### src/rtl/prt_scaler_hrep.sv
// Horizontal pixel-repeat stage: pulls pixels from the scaler FIFO
// through a credit-limited skid buffer and emits each one 1..8 times.
module prt_scaler_hrep #(
  parameter int P_DAT_WIDTH = 24,
  parameter int P_LEN_WIDTH = 13
) (
  input  logic                   CLK_IN,
  input  logic                   RST_IN,
  input  logic                   CTL_RUN_IN,
  input  logic [2:0]             CFG_FACTOR_IN,
  input  logic [P_LEN_WIDTH-1:0] CFG_LEN_IN,
  input  logic                   FIFO_EP_IN,
  output logic                   FIFO_RD_OUT,
  input  logic [P_DAT_WIDTH-1:0] FIFO_DAT_IN,
  input  logic                   FIFO_DE_IN,
  output logic [P_DAT_WIDTH-1:0] SRC_DAT_OUT,
  output logic                   SRC_VLD_OUT,
  input  logic                   SRC_RDY_IN,
  output logic                   SRC_EOL_OUT,
  output logic                   STA_OVF_OUT
);

  localparam logic [P_LEN_WIDTH-1:0] LEN_ONE = 1;

  typedef enum logic {
    S_IDLE   = 1'b0,
    S_ACTIVE = 1'b1
  } state_t;

  state_t                 state_q, state_d;
  logic [2:0]             fac_q, fac_d;
  logic [2:0]             rep_q, rep_d;
  logic [P_LEN_WIDTH-1:0] last_q, last_d;
  logic [P_LEN_WIDTH-1:0] pix_q, pix_d;
  logic [P_DAT_WIDTH-1:0] mem_q [4];
  logic [1:0]             wptr_q, rptr_q;
  logic [2:0]             occ_q, occ_d;
  logic                   rd1_q, rd2_q;
  logic                   vld_q, vld_d;
  logic [P_DAT_WIDTH-1:0] dat_q, dat_d;
  logic                   ovf_q;

  logic [2:0] credit;
  logic       hs;
  logic       last_rep;
  logic       eol;
  logic       wr;
  logic       pop;
  logic       latch;
  logic       leave;

  assign credit   = occ_q + {2'b00, rd1_q} + {2'b00, rd2_q};
  assign last_rep = (rep_q == fac_q);
  assign hs       = vld_q && SRC_RDY_IN;
  assign eol      = vld_q && (pix_q == last_q) && last_rep;
  assign leave    = hs && eol && !CTL_RUN_IN;
  assign wr       = FIFO_DE_IN && (occ_q != 3'd4);

  // Leaving ACTIVE at EOL must not pull the next pixel into the register.
  assign pop = (state_q == S_ACTIVE) && !leave && (occ_q != 3'd0) &&
               (!vld_q || (hs && last_rep));

  assign occ_d = occ_q + {2'b00, wr} - {2'b00, pop};

  assign FIFO_RD_OUT = (state_q == S_ACTIVE) && !FIFO_EP_IN &&
                       (credit < 3'd4);
  assign SRC_DAT_OUT = dat_q;
  assign SRC_VLD_OUT = vld_q;
  assign SRC_EOL_OUT = eol;
  assign STA_OVF_OUT = ovf_q;

  // Run control, line config latch and repeat/pixel counters.
  always_comb begin
    state_d = state_q;
    fac_d   = fac_q;
    last_d  = last_q;
    rep_d   = rep_q;
    pix_d   = pix_q;
    latch   = 1'b0;
    case (state_q)
      S_IDLE: begin
        if (CTL_RUN_IN) begin
          state_d = S_ACTIVE;
          latch   = 1'b1;
        end
      end
      S_ACTIVE: begin
        if (hs && eol) begin
          if (!CTL_RUN_IN) state_d = S_IDLE;
          else             latch   = 1'b1;
        end
      end
      default: state_d = S_IDLE;
    endcase
    if (hs) begin
      if (last_rep) begin
        rep_d = 3'd0;
        pix_d = eol ? '0 : pix_q + LEN_ONE;
      end else begin
        rep_d = rep_q + 3'd1;
      end
    end
    if (latch) begin
      fac_d  = CFG_FACTOR_IN;
      last_d = (CFG_LEN_IN == '0) ? '0 : CFG_LEN_IN - LEN_ONE;
      rep_d  = 3'd0;
      pix_d  = '0;
    end
  end

  // Output register: release after last repeat, reload from buffer.
  always_comb begin
    vld_d = vld_q;
    dat_d = dat_q;
    if (hs && last_rep) vld_d = 1'b0;
    if (pop) begin
      vld_d = 1'b1;
      dat_d = mem_q[rptr_q];
    end
  end

  // State, buffer, credit pipeline and sticky overflow registers.
  always_ff @(posedge CLK_IN) begin
    if (RST_IN) begin
      state_q <= S_IDLE;
      fac_q   <= '0;
      last_q  <= '0;
      rep_q   <= '0;
      pix_q   <= '0;
      wptr_q  <= '0;
      rptr_q  <= '0;
      occ_q   <= '0;
      rd1_q   <= 1'b0;
      rd2_q   <= 1'b0;
      vld_q   <= 1'b0;
      dat_q   <= '0;
      ovf_q   <= 1'b0;
    end else begin
      state_q <= state_d;
      fac_q   <= fac_d;
      last_q  <= last_d;
      rep_q   <= rep_d;
      pix_q   <= pix_d;
      occ_q   <= occ_d;
      rd1_q   <= FIFO_RD_OUT;
      rd2_q   <= rd1_q;
      vld_q   <= vld_d;
      dat_q   <= dat_d;
      if (wr) begin
        mem_q[wptr_q] <= FIFO_DAT_IN;
        wptr_q        <= wptr_q + 2'd1;
      end
      if (pop) rptr_q <= rptr_q + 2'd1;
      if (FIFO_DE_IN && (occ_q == 3'd4)) ovf_q <= 1'b1;
    end
  end

endmodule

### config.mk
export PLATFORM = sky130hd
export DESIGN_NAME = prt_scaler_hrep
export DESIGN_NICKNAME = d
export VERILOG_FILES = /design/src/rtl/prt_scaler_hrep.sv
export SDC_FILE = /design/constraint.sdc
export NUM_CORES = 1
export LEC_CHECK = 0
export CORE_MARGIN = 3
export CORE_UTILIZATION = 35
export DETAILED_ROUTE_END_ITERATION = 8
export MAX_ROUTING_LAYER = met4
export PLACE_DENSITY = 0.5
export RECOVER_POWER = 25
export SETUP_SLACK_MARGIN = 0.4
export SYNTH_ARGS = -nofsm -noshare
export SYNTH_HDL_FRONTEND = slang
export SYNTH_SLANG_ARGS = --single-unit
export TNS_END_PERCENT = 5
### constraint.sdc
create_clock -name CLK_IN -period 5.3 [get_ports CLK_IN]
set_input_delay 0.53 -clock CLK_IN [delete_from_list [all_inputs] [get_ports CLK_IN]]
set_output_delay 0.53 -clock CLK_IN [all_outputs]
set_load 0.01 [all_outputs]
Word level (Yosys, flattened, before mapping)
Memory sizes are Yosys's and may differ from the RTL's. A register that Yosys moved wholly into a read port is not among the register bits.
Cells that the tools add are included.
{ "word_totals": {"ff_bits": 44, "ram_bits": 96, "input_bits": 46, "output_inout_bits": 28, "elab_cells": 64, "n_memories": 1} }
{ "mem_list": {"columns": ["name", "depth", "width", "rd", "rd_ports_with_merged_regs", "write_ports", "line", "text"], "rows": [
  ["mem_q", 4, 24, 1, 1, 1, "35", "logic [P_DAT_WIDTH-1:0] mem_q [4];"]
]} }
{ "classes": {"n_addsub": 9, "n_lt_le_gt_ge": 1, "eq_ne": 4, "mux": 13, "n_bitwise": 1, "n_reduce_logical": 23} }
{ "ops": {"columns": ["op", "count"], "rows": [
  ["$mux 13", 2],
  ["$add 13x1->13 const B", 1],
  ["$eq 13x13->1", 1],
  ["$logic_and 1x1->1", 13],
  ["$logic_not 13->1", 1],
  ["$sub 13x1->13 const B", 1],
  ["$add 3x1->3", 3],
  ["$mux 1", 8],
  ["$add 2x1->2 const B", 2],
  ["$logic_not 1->1", 4],
  ["$pmux 1 s2", 2],
  ["$add 3x1->3 const B", 1],
  ["$eq 3x3->1", 1],
  ["$eq 3x3->1 const B", 1],
  ["$lt 3x3->1 const B", 1],
  ["$mux 3", 1],
  ["$ne 3x3->1 const B", 1],
  ["$reduce_bool 3->1", 1],
  ["$sub 3x1->3", 1],
  ["$reduce_and 2->1", 1],
  ["$reduce_bool 2->1", 1],
  ["$reduce_or 2->1", 1],
  ["$logic_or 1x1->1", 1],
  ["$not 1->1", 1]
]} }

Depth between registers and ports, before layout
{ "depth": {"word_depth": 10, "depth_mapped": 14, "ltp_nobuf": 12} }

Least setup slack after synthesis
No wires, ideal clock.
{ "synth_path": {"path_type": "register to register", "startpoint": "register pix_q[2]", "endpoint": "register occ_q[2]", "setup_time_ps": 128, "arrival_ps": 3336, "required_ps": 5172, "slack_ps": 1836, "path_stages_with_launch": 15, "n_path_buf": 2, "period_less_slack_ps": 3464, "cell_sequence": "dfxtp_1 > buf_4 > xor2_1 > or4_1 > or4_1 > buf_2 > o31ai_4 > inv_2 > ha_1 > inv_1 > ha_1 > fa_1 > xnor2_1 > xnor2_1 > nor2_1"} }
{ "synth_between": {"elab_chain_len": 10} }
{ "synth_rtl": {"columns": ["element", "line", "text"], "rows": [
  ["start: declaration", "34", "logic [P_LEN_WIDTH-1:0] pix_q, pix_d;"],
  ["start signal: assignment", "143", "pix_q <= pix_d;"],
  ["$eq 13x13->1", "55", "assign eol = vld_q && (pix_q == last_q) && last_rep;"],
  ["$logic_and 1x1->1 (2 in a row)", "55", null],
  ["$logic_and 1x1->1 (2 in a row)", "56", "assign leave = hs && eol && !CTL_RUN_IN;"],
  ["$logic_not 1->1", "60", "assign pop = (state_q == S_ACTIVE) && !leave && (occ_q != 3'd0) &&"],
  ["$logic_and 1x1->1 (3 in a row)", "60", null],
  ["via pop", "48", "logic pop;"],
  ["$sub 3x1->3", "63", "assign occ_d = occ_q + {2'b00, wr} - {2'b00, pop};"],
  ["end signal: assignment", "132", "occ_q <= '0;"],
  ["end signal: assignment", "144", "occ_q <= occ_d;"],
  ["end: declaration", "37", "logic [2:0] occ_q, occ_d;"]
]} }
The timed path passes the listed nets, and every way through them passes these cells.
A chain may end at the register's enable or synchronous reset.

Final worst setup path
Same ends and word-level chain as after synthesis.

==> results.py <==
metrics = {
    "power_and_ir_drop": {
        "combPwrFrac": 0.164,
        "power_density_nw_per_um2": 378,
        "netSwitchingFraction": 0.272,
        "power_leakage_nw": 3.11,
        "p_seq_frac": 0.472,
        "p_total_mw": 3.27,
        "p_clk_frac": 0.364,
        "intPower_mw": 2.38,
        "vdd_drop_max_mv": 0.215,
        "switching_power_uw": 889,
    },
    "drt": {
        "firstDrtPassIters": 4,
        "wl_per_cell_um": 16.3,
        "drc": 0,
        "drt_iter0_markers": 218,
        "drt-vias-per-instance": 4.77,
        "wl_mm": 14.4,
        "vias": 4203,
        "antenna_left": 0,
    },
    "logic_synthesis": {
        "yosysTopAreaCellShare": 0.409,
        "syn-num-nets": 581,
        "synth_top_area_cell": "edfxtp_1",
        "synth.cell_area_um2": 7050,
        "synth.distinct_cells": 50,
        "avgSynthCellArea_um2": 13.5,
        "syn_inst": 524,
        "synth_commonest_cells": "edfxtp_1, dfxtp_1, nand2b_1, mux2i_1, nor2_1",
        "async_reset_ff_frac": 0,
        "synth.most_common_cell": "edfxtp_1",
        "synth_seq_area_share": 0.602,
        "synth_edf_count": 96,
        "synth_top_flop_cell": "edfxtp_1",
        "yosys_register_bits": 164,
        "yosysWarnings": 0,
        "synth_area_leaders": "edfxtp_1, dfxtp_1, mux4_2, nand2b_1, mux2i_1",
    },
    "run": {
        "cap_violations": 0,
    },
    "grt": {
        "grt_max_degree": 38,
        "antenna_found_initial": 4,
        "grt_usage": 0.143,
        "grt_pass1_vias": 4439,
        "grt_overflow": 0,
        "grt_pass1_wl_mm": 23.5,
    },
    "placed_design": {
        "place_congestion": 0.878,
        "dp_hpwl_mm": 9.22,
        "place_area_um2": 8060,
        "io_buffers": 73,
    },
    "finish": {
        "area_delta_synth_final_pct": 22.8,
        "finalNetCount": 657,
        "seq_area_um2": 4250,
        "design_area_um2": 8660,
        "multiInputGateArea_um2": 2640,
        "layout-drive-gt1-share": 0.119,
        "n_fill_cell": 1841,
    },
    "sta": {
        "post-route-period-util": 0.651,
        "hold_viol_final": 0,
        "finalCriticalPeriod_ns": 3.45,
        "slew_headroom": 0.273,
        "finalSetupViolations": 0,
        "slew_viol_final": 0,
        "rsz0062_at_grt": "no",
        "tns_ns": 0,
        "tightest_slew_ns": 1.08,
        "timing.fmax_ghz": 0.290,
        "clock_skew_ns": 0.0102,
    },
    "floorplanning": {
        "die_y_um": 148,
        "rows": 51,
        "start_util": 0.359,
        "die_area_um2": 21900,
        "fp.dieW_um": 148,
        "io-pin-count": 74,
        "core_um2": 19700,
    },
    "worst_setup_path": {
        "critical_path.max_stage_delay_ns": 0.64,
        "end_kind": "flip-flop",
        "cp.arrival_ns": 3.76,
        "cp_num_buf_inv": 2,
        "r2r_setup_slack_ns": 1.85,
        "r2r_start": "pix_q[2]",
        "worstPathRequired_ns": 5.61,
        "slowest_stage": "or4_1",
        "cp_max_fo": 8,
        "rr_worst_depth": 12,
        "worstPathCellList": "xor2_1, or4_1, or4_1, o31ai_4, inv_2, ha_1, inv_1, ha_1, fa_1, xnor2_1, xnor2_1, nor2_1",
        "start_kind": "flip-flop",
        "crit_family": "simple AND/OR/NAND/NOR gates",
        "worstSetupPathType": "flip-flop to flip-flop",
        "reg2reg_to": "occ_q[2]",
    },
    "clock_tree": {
        "post_cts.repair.setup_buffers": 0,
        "cts_buffer_depth": 2,
        "cts_hold_buf": 0,
        "cts_root_buf": "clkbuf_16",
        "cts-resized-gates": 0,
        "htreeDepth": 4,
        "numCtsBuffers": 17,
        "clkSlewWorstSetupHoldPaths_ns": 0.07,
        "cts_tree": "built",
        "cts_sinks": 164,
        "clkLatencyLatePin_ns": 0.42,
    },
    "status": {
        "status": "completed",
    },
    "worst_hold_path": {
        "min_path_cells": 2,
        "min_to": "STA_OVF_OUT",
        "min_from": "STA_OVF_OUT",
        "hp-class": "flip-flop to flip-flop",
    },
}
## state kept, by name, summed over array words and instances (netlist names)
| name | cells |
|---|---|
| state_q | 1 |
| SRC_VLD_OUT | 1 |
| rd1_q | 1 |
| rep_q | 3 |
| last_q | 13 |
| pix_q | 13 |
| rptr_q | 2 |
| rd2_q | 1 |
| wptr_q | 2 |
| STA_OVF_OUT | 1 |
| mem_q | 96 |
| occ_q | 3 |
| SRC_DAT_OUT | 24 |
| fac_q | 3 |
## cells by family after synthesis
family          synth area share
mux                        0.137
fa+ha+maj                 0.0206
compound gates            0.0245
flops                      0.602
buf+inv                   0.0238
simple gates               0.144
xor+xnor                  0.0485
## routing by layer
layer  vias to the layer above  global-route usage  share of wire
li1                       2053                   -              -
met1                      2053               0.170           0.45
met2                        88               0.239           0.50
met3                         9              0.0429          0.048
met4                         0              0.0383         0.0099
met5                         -                   -              0
## area by class of cell
type,count,area share
clock buffers,17,0.0491
well taps,265,0.0383
diodes,4,0.00116
flip-flops and latches,164,0.490
multi-input cells,321,0.305
repair buffers,82,0.0916
clock inverters,15,0.0186
inverters,14,0.00607
## worst min-delay path, cell delays in order, from the launching register on
cell and delay (ns):
dfxtp_1 0.33, a31oi_1 0.04, nor2_1 0.07
## stage by stage
stage	setup slack, ns	utilization	std cells	hold WS [ns]
floorplan	1.84	-	524	0.438
global placement	1.72	0.410	846	0.451
detailed placement	1.64	0.410	846	0.462
CTS	1.82	0.440	878	0.474
global route	1.63	0.440	882	0.486
finish	1.85	0.440	882	0.470
## worst max path at each step
| stage | start | endpoint | slack [ns] | cells past startpoint |
|---|---|---|---|---|
| floorplan | pix_q[2] | occ_q[2] | 1.84 | 14 |
| global placement | SRC_RDY_IN | occ_q[2] | 1.72 | 12 |
| detailed placement | SRC_RDY_IN | occ_q[2] | 1.64 | 12 |
| CTS | pix_q[2] | occ_q[2] | 1.82 | 12 |
| global route | pix_q[2] | occ_q[2] | 1.63 | 12 |
| finish | pix_q[2] | occ_q[2] | 1.85 | 12 |
## layout by cell type, fill, tap and decap left out, types with 17 or more instances in the layout
cell type / Yosys / layout
edfxtp_1: 96 / 96
mux2i_1: 39 / 39
clkdlybuf4s50_1: 0 / 52
mux4_2: 24 / 24
xnor2_1: 23 / 23
nor2_1: 27 / 27
nand2b_1: 68 / 68
dlygate4sd3_1: 0 / 20
clkbuf_16: 0 / 17
dfxtp_1: 68 / 67
nand2_1: 21 / 21
## power by group through the flow
stage / Clock (mW) / Sequential (mW) / Combinational, mW
finish: 1.19 / 1.54 / 0.537
global route: 1.28 / 1.56 / 0.598
CTS: 1.23 / 1.55 / 0.554
detailed placement: 0 / 1.57 / 0.550
global placement: 0 / 1.57 / 0.543
floorplan: 0 / 1.54 / 0.367
No activity file was read; power rests on OpenSTA's default activity.
